[src/rtl/wb_mux_arbiter.sv]
// Round-robin arbiter and sequencer for the shared WIDTH-bit 2:1 writeback mux.
// Source 1 (ALU result) and source 2 (data-memory load) compete for the path.
// The granted source's byte is captured into a registered output stage with a
// valid/ready handshake. A burst cap (MAX_HOLD) bounds how long one source may
// hold the path while the other is waiting.
module wb_mux_arbiter #(
    parameter int unsigned WIDTH    = 8,
    parameter int unsigned MAX_HOLD = 4
) (
    input  logic             clk,
    input  logic             rst_n,
    input  logic             req1,
    input  logic [WIDTH-1:0] data1,
    input  logic             req2,
    input  logic [WIDTH-1:0] data2,
    output logic             gnt1,
    output logic             gnt2,
    output logic             sel,
    input  logic             out_ready,
    output logic             out_valid,
    output logic [WIDTH-1:0] out_data,
    output logic             out_src
);

    typedef enum logic [1:0] {
        IDLE = 2'd0,
        GNT1 = 2'd1,
        GNT2 = 2'd2
    } state_e;

    localparam logic [4:0] MAX_HOLD_C = 5'(MAX_HOLD);

    state_e           state_q, state_d;
    logic [3:0]       hold_cnt_q, hold_cnt_d;
    // 1: source 1 was the last to lose the grant; 0: source 2 (reset value).
    logic             last1_q, last1_d;
    logic             out_valid_q, out_valid_d;
    logic [WIDTH-1:0] out_data_q, out_data_d;
    logic             out_src_q, out_src_d;

    logic             load_en;
    logic             own_req;
    logic             other_req;
    logic             xfer;
    logic [4:0]       hold_inc;
    state_e           other_gnt;

    assign gnt1      = (state_q == GNT1);
    assign gnt2      = (state_q == GNT2);
    assign sel       = gnt1;
    assign out_valid = out_valid_q;
    assign out_data  = out_data_q;
    assign out_src   = out_src_q;

    // Handshake qualifiers: which request belongs to the holder and whether a beat moves.
    always_comb begin
        load_en   = !out_valid_q || out_ready;
        own_req   = 1'b0;
        other_req = 1'b0;
        other_gnt = IDLE;
        case (state_q)
            GNT1: begin
                own_req   = req1;
                other_req = req2;
                other_gnt = GNT2;
            end
            GNT2: begin
                own_req   = req2;
                other_req = req1;
                other_gnt = GNT1;
            end
            default: begin
                own_req   = 1'b0;
                other_req = 1'b0;
                other_gnt = IDLE;
            end
        endcase
        xfer     = own_req && load_en;
        hold_inc = {1'b0, hold_cnt_q} + 5'd1;
    end

    // Grant FSM next state, burst counter and round-robin history.
    always_comb begin
        state_d    = state_q;
        hold_cnt_d = hold_cnt_q;
        last1_d    = last1_q;
        case (state_q)
            IDLE: begin
                if (req1 && req2) begin
                    state_d = last1_q ? GNT2 : GNT1;
                end else if (req1) begin
                    state_d = GNT1;
                end else if (req2) begin
                    state_d = GNT2;
                end
            end
            GNT1, GNT2: begin
                if (!own_req) begin
                    state_d    = other_req ? other_gnt : IDLE;
                    hold_cnt_d = '0;
                    last1_d    = (state_q == GNT1);
                end else if (xfer) begin
                    // A count already saturated at the cap still yields, so a
                    // source that starts requesting late is never starved.
                    if ((hold_inc >= MAX_HOLD_C) && other_req) begin
                        state_d    = other_gnt;
                        hold_cnt_d = '0;
                        last1_d    = (state_q == GNT1);
                    end else if (hold_inc > MAX_HOLD_C) begin
                        hold_cnt_d = MAX_HOLD_C[3:0];
                    end else begin
                        hold_cnt_d = hold_inc[3:0];
                    end
                end
            end
            default: begin
                state_d    = IDLE;
                hold_cnt_d = '0;
            end
        endcase
    end

    // Output register: capture on transfer, retire the beat when downstream takes it.
    always_comb begin
        out_valid_d = out_valid_q;
        out_data_d  = out_data_q;
        out_src_d   = out_src_q;
        if (xfer) begin
            out_valid_d = 1'b1;
            out_data_d  = sel ? data1 : data2;
            out_src_d   = sel;
        end else if (out_ready) begin
            out_valid_d = 1'b0;
        end
    end

    // State registers with asynchronous clear.
    always_ff @(posedge clk or negedge rst_n) begin
        if (!rst_n) begin
            state_q     <= IDLE;
            hold_cnt_q  <= '0;
            last1_q     <= 1'b0;
            out_valid_q <= 1'b0;
            out_data_q  <= '0;
            out_src_q   <= 1'b0;
        end else begin
            state_q     <= state_d;
            hold_cnt_q  <= hold_cnt_d;
            last1_q     <= last1_d;
            out_valid_q <= out_valid_d;
            out_data_q  <= out_data_d;
            out_src_q   <= out_src_d;
        end
    end

endmodule

[config.mk]
export PLATFORM = sky130hd
export DESIGN_NAME = wb_mux_arbiter
export DESIGN_NICKNAME = d
export VERILOG_FILES = /design/src/rtl/wb_mux_arbiter.sv
export SDC_FILE = /design/constraint.sdc
export NUM_CORES = 1
export LEC_CHECK = 0
export ABC_AREA = 1
export CAP_MARGIN = 15
export CORE_UTILIZATION = 47
export DETAILED_ROUTE_END_ITERATION = 8
export HOLD_SLACK_MARGIN = 0.06
export PLACE_DENSITY_LB_ADDON = 0.05
export SLEW_MARGIN = 40
export SYNTH_ARGS = -nofsm -noshare
export SYNTH_HDL_FRONTEND = slang
export SYNTH_SLANG_ARGS = --single-unit
export TNS_END_PERCENT = 100
[constraint.sdc]
create_clock -name clk -period 3.2 [get_ports clk]
set_input_delay 0.64 -clock clk [delete_from_list [all_inputs] [get_ports clk]]
set_output_delay 0.64 -clock clk [all_outputs]
set_load 0.05 [all_outputs]
==> out/metrics.yaml, run 1 <==
die:
  die_h_um: 47.60
  start_util_pct: 49.81
  fp-row-count: 16
  core_mm2: 0.001962
  num_io_pins: 34
  dieArea_mm2: 0.002265
  die_w_um: 47.60
yosys:
  synth_top_area_cell: "dfrtp_1"
  synth_area_um2: 977.2
  synth_nets: 147
  ys_warn_count: 0
  syn_area_per_cell_um2: 8.143
  netlist-cell-type-count: 20
  ys_seq_area_share_pct: 43.53
  synthTopCellsByArea: "dfrtp_1, nand2_1, ha_1"
  yosysTopAreaCellShare_pct: 43.53
  ys_ff_latch: 17
  synthCells: 120
layout:
  num-fill-cells: 195
  regArea_um2: 425.4
  multiInputGateArea_um2: 490.5
  final_common_cell: "clkdlybuf4s50_1"
  fin_nets: 183
  layout-drive-gt1-share_pct: 7.097
  diodes: 0
  final_cell_mix: "clkdlybuf4s50_1, nand2_1, nor2_1"
  final_cells: 182
  areaGrowthSynthToFinish_pct: 37.77
detailed_routing:
  dr.pass1.iters: 4
  ant_nets: 0
  drtIter0Drc: 8
  wirelength_um: 1998
  drc_errors: 0
  via_per_inst: 5.143
  vias: 936
  wl_per_cell_um: 10.98
timing:
  fin_crit_ns: 2.420
  hold_violations: 0
  clock.fmax_mhz: 413.2
  finClkSkew_ns: 0.006260
  setup_viol: 0
  rsz0062_at_grt: "false"
  slew_headroom_pct: 66.36
  finalCritPeriodShare_pct: 75.62
  fin_ws_ns: 0.7800
  tns_ns: 0
  slew_viol_final: 0
  tightest_slew_ns: 0.5031
  hold_slack_ns: 0.2605
placement:
  gp_congestion: 0.7911
  dp_cells: 178
  port_buffers: 33
  pre_cts_ws_ns: 1.081
  dp_hpwl_um: 1538
setup_path:
  arrival_ns: 1.78
  crit_path_start_kind: "register"
  worstPathRequired_ns: 2.56
  rr_startpoint: "state_q[0]"
  worstSetupEndpointType: "output pin"
  path_max_fanout: 4
  path_class: "reg2out"
  crit_start: "state_q[0]"
pwr:
  total_power_w: 0.001207
  p_per_area_mw_per_mm2: 896.2
  power.leakage_nw: 0.6531
  ir_drop_uv: 583.3
clock_network:
  ctsHoldBuffers: 0
  cts.sinks: 17
  clkTransAtPathRegs_ns: 0.10
  ctsResizeCount: 0
  clk_latency_ns: 0.28
  cts_max_level: 1
  cts_made_buffers: 3
  cts_root_buf: "clkbuf_4"
  cts_tree: "done"
  post_cts_buffers: 0
  clockBufferDepth: 2
flow_run:
  drv_cap: 0
global_routing:
  grt_pass1_vias: 804
  grt_max_degree: 20
  grt_usage_pct: 20.41
  grt_antenna_before_repair: 0
  grt_remaining_overflow: 0
  grt_pass1_wl_um: 3263
min_path:
  hold_path.class: "in2async"
run_status:
  status: "complete, no violations"
[kinds of logic (layout without fill, tap and decap cells)]
family / after synthesis / count (layout) / share of synthesized area, %
fa+ha+maj: 6 / 6 / 7.682
flops: 17 / 17 / 43.53
simple gates: 66 / 66 / 30.09
buf+inv: 13 / 48 / 6.273
compound gates: 18 / 18 / 12.42
[power breakdown]
part	switching [W]	internal, W	leakage (nW)
Sequential	0.0000466	0.000291	0.222
Clock	0.0000622	0.0000483	0.0150
Combinational	0.000503	0.000256	0.416
Total	0.000611	0.000595	0.653
[synthesized netlist by cell type (all sizes together)]
library cell / number
nand2: 34
a21oi: 2
nand4: 4
buf: 3
ha: 6
nand3: 8
dfrtp: 17
inv: 9
nor3: 1
clkinv: 1
o21ai: 7
a21boi: 1
nor2: 19
o31ai: 8
[final timing paths]
kind / endpoint / slack, ns / cells after the start
min in group clk: out_data[4] / 0.49 / 2
max: gnt2 / 0.78 / 3
max in group asynchronous: hold_cnt_q[3] / 2.67 / 1
min: out_data[6] / 0.26 / 1
max reg2reg: hold_cnt_q[2] / 1.45 / 9
min reg2reg: out_data[4] / 0.49 / 2
[metrics by stage]
step / area [um2] / util, %
floorplan: 977.2 / -
global placement: 1325 / 67.54
detailed placement: 1325 / 67.54
CTS: 1351 / 68.88
global route: 1346 / 68.62
finish: 1346 / 68.62
[per-layer routing]
layer  global-route usage [%]  vias to the layer above  routed length (um)
met5                        0                        -                   0
met4                    7.778                        0                  14
met3                    3.396                        2                  87
met2                    37.26                       23                1025
met1                    23.87                      445                 869
li1                         -                      466                   -
[final cells by class]
type,instances,area share [%]
multi-input combinational,90,36.43
sequential,17,31.60
timing repair buffer,34,24.72
inverter,10,2.788
tap,27,2.509
clock buffer,4,1.952
[state kept, by name, summed over array words and instances (netlist names)]
register    flops
out_data        8
hold_cnt_q      4
out_src         1
state_q         2
out_valid       1
last1_q         1
[worst max-delay path: stages, from the launching register on]
cell and delay, ns:
dfrtp_1 0.42, inv_1 0.09, ha_1 0.18, clkdlybuf4s50_1 0.81
No activity file was read; power rests on OpenSTA's default activity.
==> run 2, diff against run 1 <==
Settings changed: CORE_UTILIZATION 47 to 40.
Clock period 3.2 ns to 2.19 ns, I/O delays scaled along.
==> run 2 against run 1 <==
Compared with the run above:
- largest cell class unchanged
- count of clock-buffer cells in the layout down 1
- hold slack better by 0.22 ns
- final cell count up 1.1%
- cell area up 2.2%
- critical path type unchanged
- routed wire length down 1.4%
- sequential power up 47%
- non-clock buffer count up 1
- via count down 5.3%
- register-to-register slack worse by 1.0 ns
- highest routed layer unchanged
- first-iteration DRC count up 50%
- global-route usage down 2.6 points
- power up 49%
==> out/metrics.yaml, run 2 (synthesis gave the netlist of run 1 again) <==
die:
  die_h_um: 51.43  # +8.0%
  core_mm2: 0.002255  # +15%
  num_io_pins: 34  # unchanged
  fp-row-count: 17  # +1
  die_w_um: 51.43  # +8.0%
  dieArea_mm2: 0.002645  # +17%
  start_util_pct: 43.34  # -6.5 points
timing:
  finClkSkew_ns: 0.009665  # +0.003406 ns
  fin_crit_ns: 1.899
  slew_headroom_pct: 66.15  # -0.20 points
  rsz0062_at_grt: "false"
  finalCritPeriodShare_pct: 86.71
  clock.fmax_mhz: 526.6
  slew_viol_final: 0  # unchanged
  setup_viol: 0  # unchanged
  hold_violations: 0  # unchanged
  tns_ns: 0  # unchanged
  tightest_slew_ns: 0.5061  # +0.003035 ns
clock_network:
  cts_made_buffers: 3  # unchanged
  clk_latency_ns: 0.29  # about the same
  ctsResizeCount: 0  # unchanged
  cts_max_level: 1  # unchanged
  clockBufferDepth: 2  # unchanged
  cts_tree: "done"
  clkTransAtPathRegs_ns: 0.10  # about the same
  cts.sinks: 17  # unchanged
  cts_root_buf: "clkbuf_4"
setup_path:
  crit_path_start_kind: "register"
  reg2reg_to: "state_q[0]"
  cp_num_cells: 1  # -2
  worstPathRequired_ns: 1.75  # -0.81 ns
  worstSetupEndpointType: "output pin"
  arrival_ns: 1.46  # -0.32 ns
  reg2reg_depth: 9  # unchanged
  rr_startpoint: "state_q[1]"
  path_class: "reg2out"
  path_max_fanout: 2  # -2
  critPathMaxStageDelay_ns: 0.81  # about the same
  path_buf_inv: 1  # -1
  slowest_stage: "clkdlybuf4s50_1"
  rrSetupSlack_ns: 0.45  # -1.00 ns
  cp_top_family: "buffers and inverters"
  crit_chain: "clkdlybuf4s50_1"
detailed_routing:
  wirelength_um: 1970  # -1.4%
  drtIter0Drc: 12  # +4
  drc_errors: 0  # unchanged
  wl_per_cell_um: 10.71  # -2.5%
  ant_nets: 0  # unchanged
  vias: 886  # -5.3%
  dr.pass1.iters: 4  # unchanged
  via_per_inst: 4.815  # -6.4%
  route.met2.wl_um: 946  # -7.7%
  routed.top_layer: "met4"
  wirelength_met1_um: 934  # +7.5%
  wl_met3_um: 81  # -6.9%
layout:
  diodes: 0  # unchanged
  final_common_cell: "nand2_1"
  areaGrowthSynthToFinish_pct: 40.85
  final_cell_mix: "nand2_1, clkdlybuf4s50_1, nor2_1"
  postLayoutCoreUtil_pct: 61.04  # -7.6 points
  layout-drive-gt1-share_pct: 9.615  # +2.5 points
  fin_nets: 184  # +0.55%
  largest_reg_flops: 8  # unchanged
placement:
  port_buffers: 33  # unchanged
  gp_congestion: 0.7522  # -4.9%
  dp_hpwl_um: 1514  # -1.6%
pwr:
  power.leakage_nw: 0.6716  # +2.8%
  ir_drop_uv: 728.3  # +25%
  p_per_area_mw_per_mm2: 1308  # +46%
global_routing:
  grt_pass1_vias: 818  # +1.7%
  grt_max_degree: 20  # unchanged
  grt_pass1_wl_um: 3539  # +8.5%
  grt_remaining_overflow: 0  # unchanged
  grt_antenna_before_repair: 0  # unchanged
  grt_usage_pct: 17.84  # -2.6 points
min_path:
  whs_endpoint: "out_data[2]"
  hold_path.class: "reg2reg"
  min_from: "out_data[2]"
  min_delay_path_depth: 2
flow_run:
  drv_cap: 0  # unchanged
run_status:
  status: "complete, no violations"
run 2: changes by cell type in the layout (fill, tap and decap cells not counted):
cell             delta
clkbuf_1            -1
clkdlybuf4s50_1     -3
buf_4               +1
dlygate4sd3_1       +1
clkinv_2            +1
buf_12              +2
run 2: area by class of cell:
class	instances	area [um2]
flip-flops and latches	17	425.4
inverters	10	37.54
clock inverters	1	5.005
clock buffers	3	22.52
multi-input cells	90	490.5
well taps	28	35.03
fillers	227	878.3
repair buffers	35	360.3
run 2: stage by stage:
stage	area [um2]	total power (W)	setup slack, ns	hold slack, ns	instances
2_1_floorplan	977.2	0.001287	0.3572	0.1424	120
3_3_place_gp	1344	0.001635	0.4171	0.4655	179
3_5_place_dp	1344	0.001645	0.3909	0.4675	179
4_1_cts	1371	0.001817	0.2684	0.4908	183
5_1_grt	1376	0.001944	0.2299	0.5225	184
6_report	1376	0.001800	0.2911	0.4844	184
run 2: where the power goes:
part           switching, W  total, W  internal, W  leakage [nW]
logic              0.000736   0.00114     0.000403         0.432
clock network     0.0000979  0.000166    0.0000679        0.0177
registers         0.0000710  0.000496     0.000425         0.222
run 2: layer usage:
metal,track usage [%],vias to the layer above
met2,29.44,21
met5,0,-
li1,-,471
met1,22.74,392
met4,2.703,0
met3,6.250,2
run 2: timing repair:
item / CTS / global route
endpoints found under the hold margin: 0 / 10
setup endpoints to repair: 0 / 0
setup buffers: 0 / 0
hold buffers: 0 / 1
run 2: worst max path at each step:
stage / start / slack (ns) / end
5_1_grt: state_q[1] / 0.23 / state_q[0]
6_report: out_data[0] / 0.29 / out_data[0]
3_5_place_dp: req1 / 0.39 / out_data[5]
3_3_place_gp: req1 / 0.42 / out_data[4]
4_1_cts: out_data[0] / 0.27 / out_data[0]
2_1_floorplan: state_q[1] / 0.36 / out_data[7]
==> run 3, diff against run 2 <==
Settings changed: SKIP_CTS_REPAIR_TIMING set to 1.
==> results of run 3 <==
The final DEF is identical to that of run 2; final timing and power are the same.
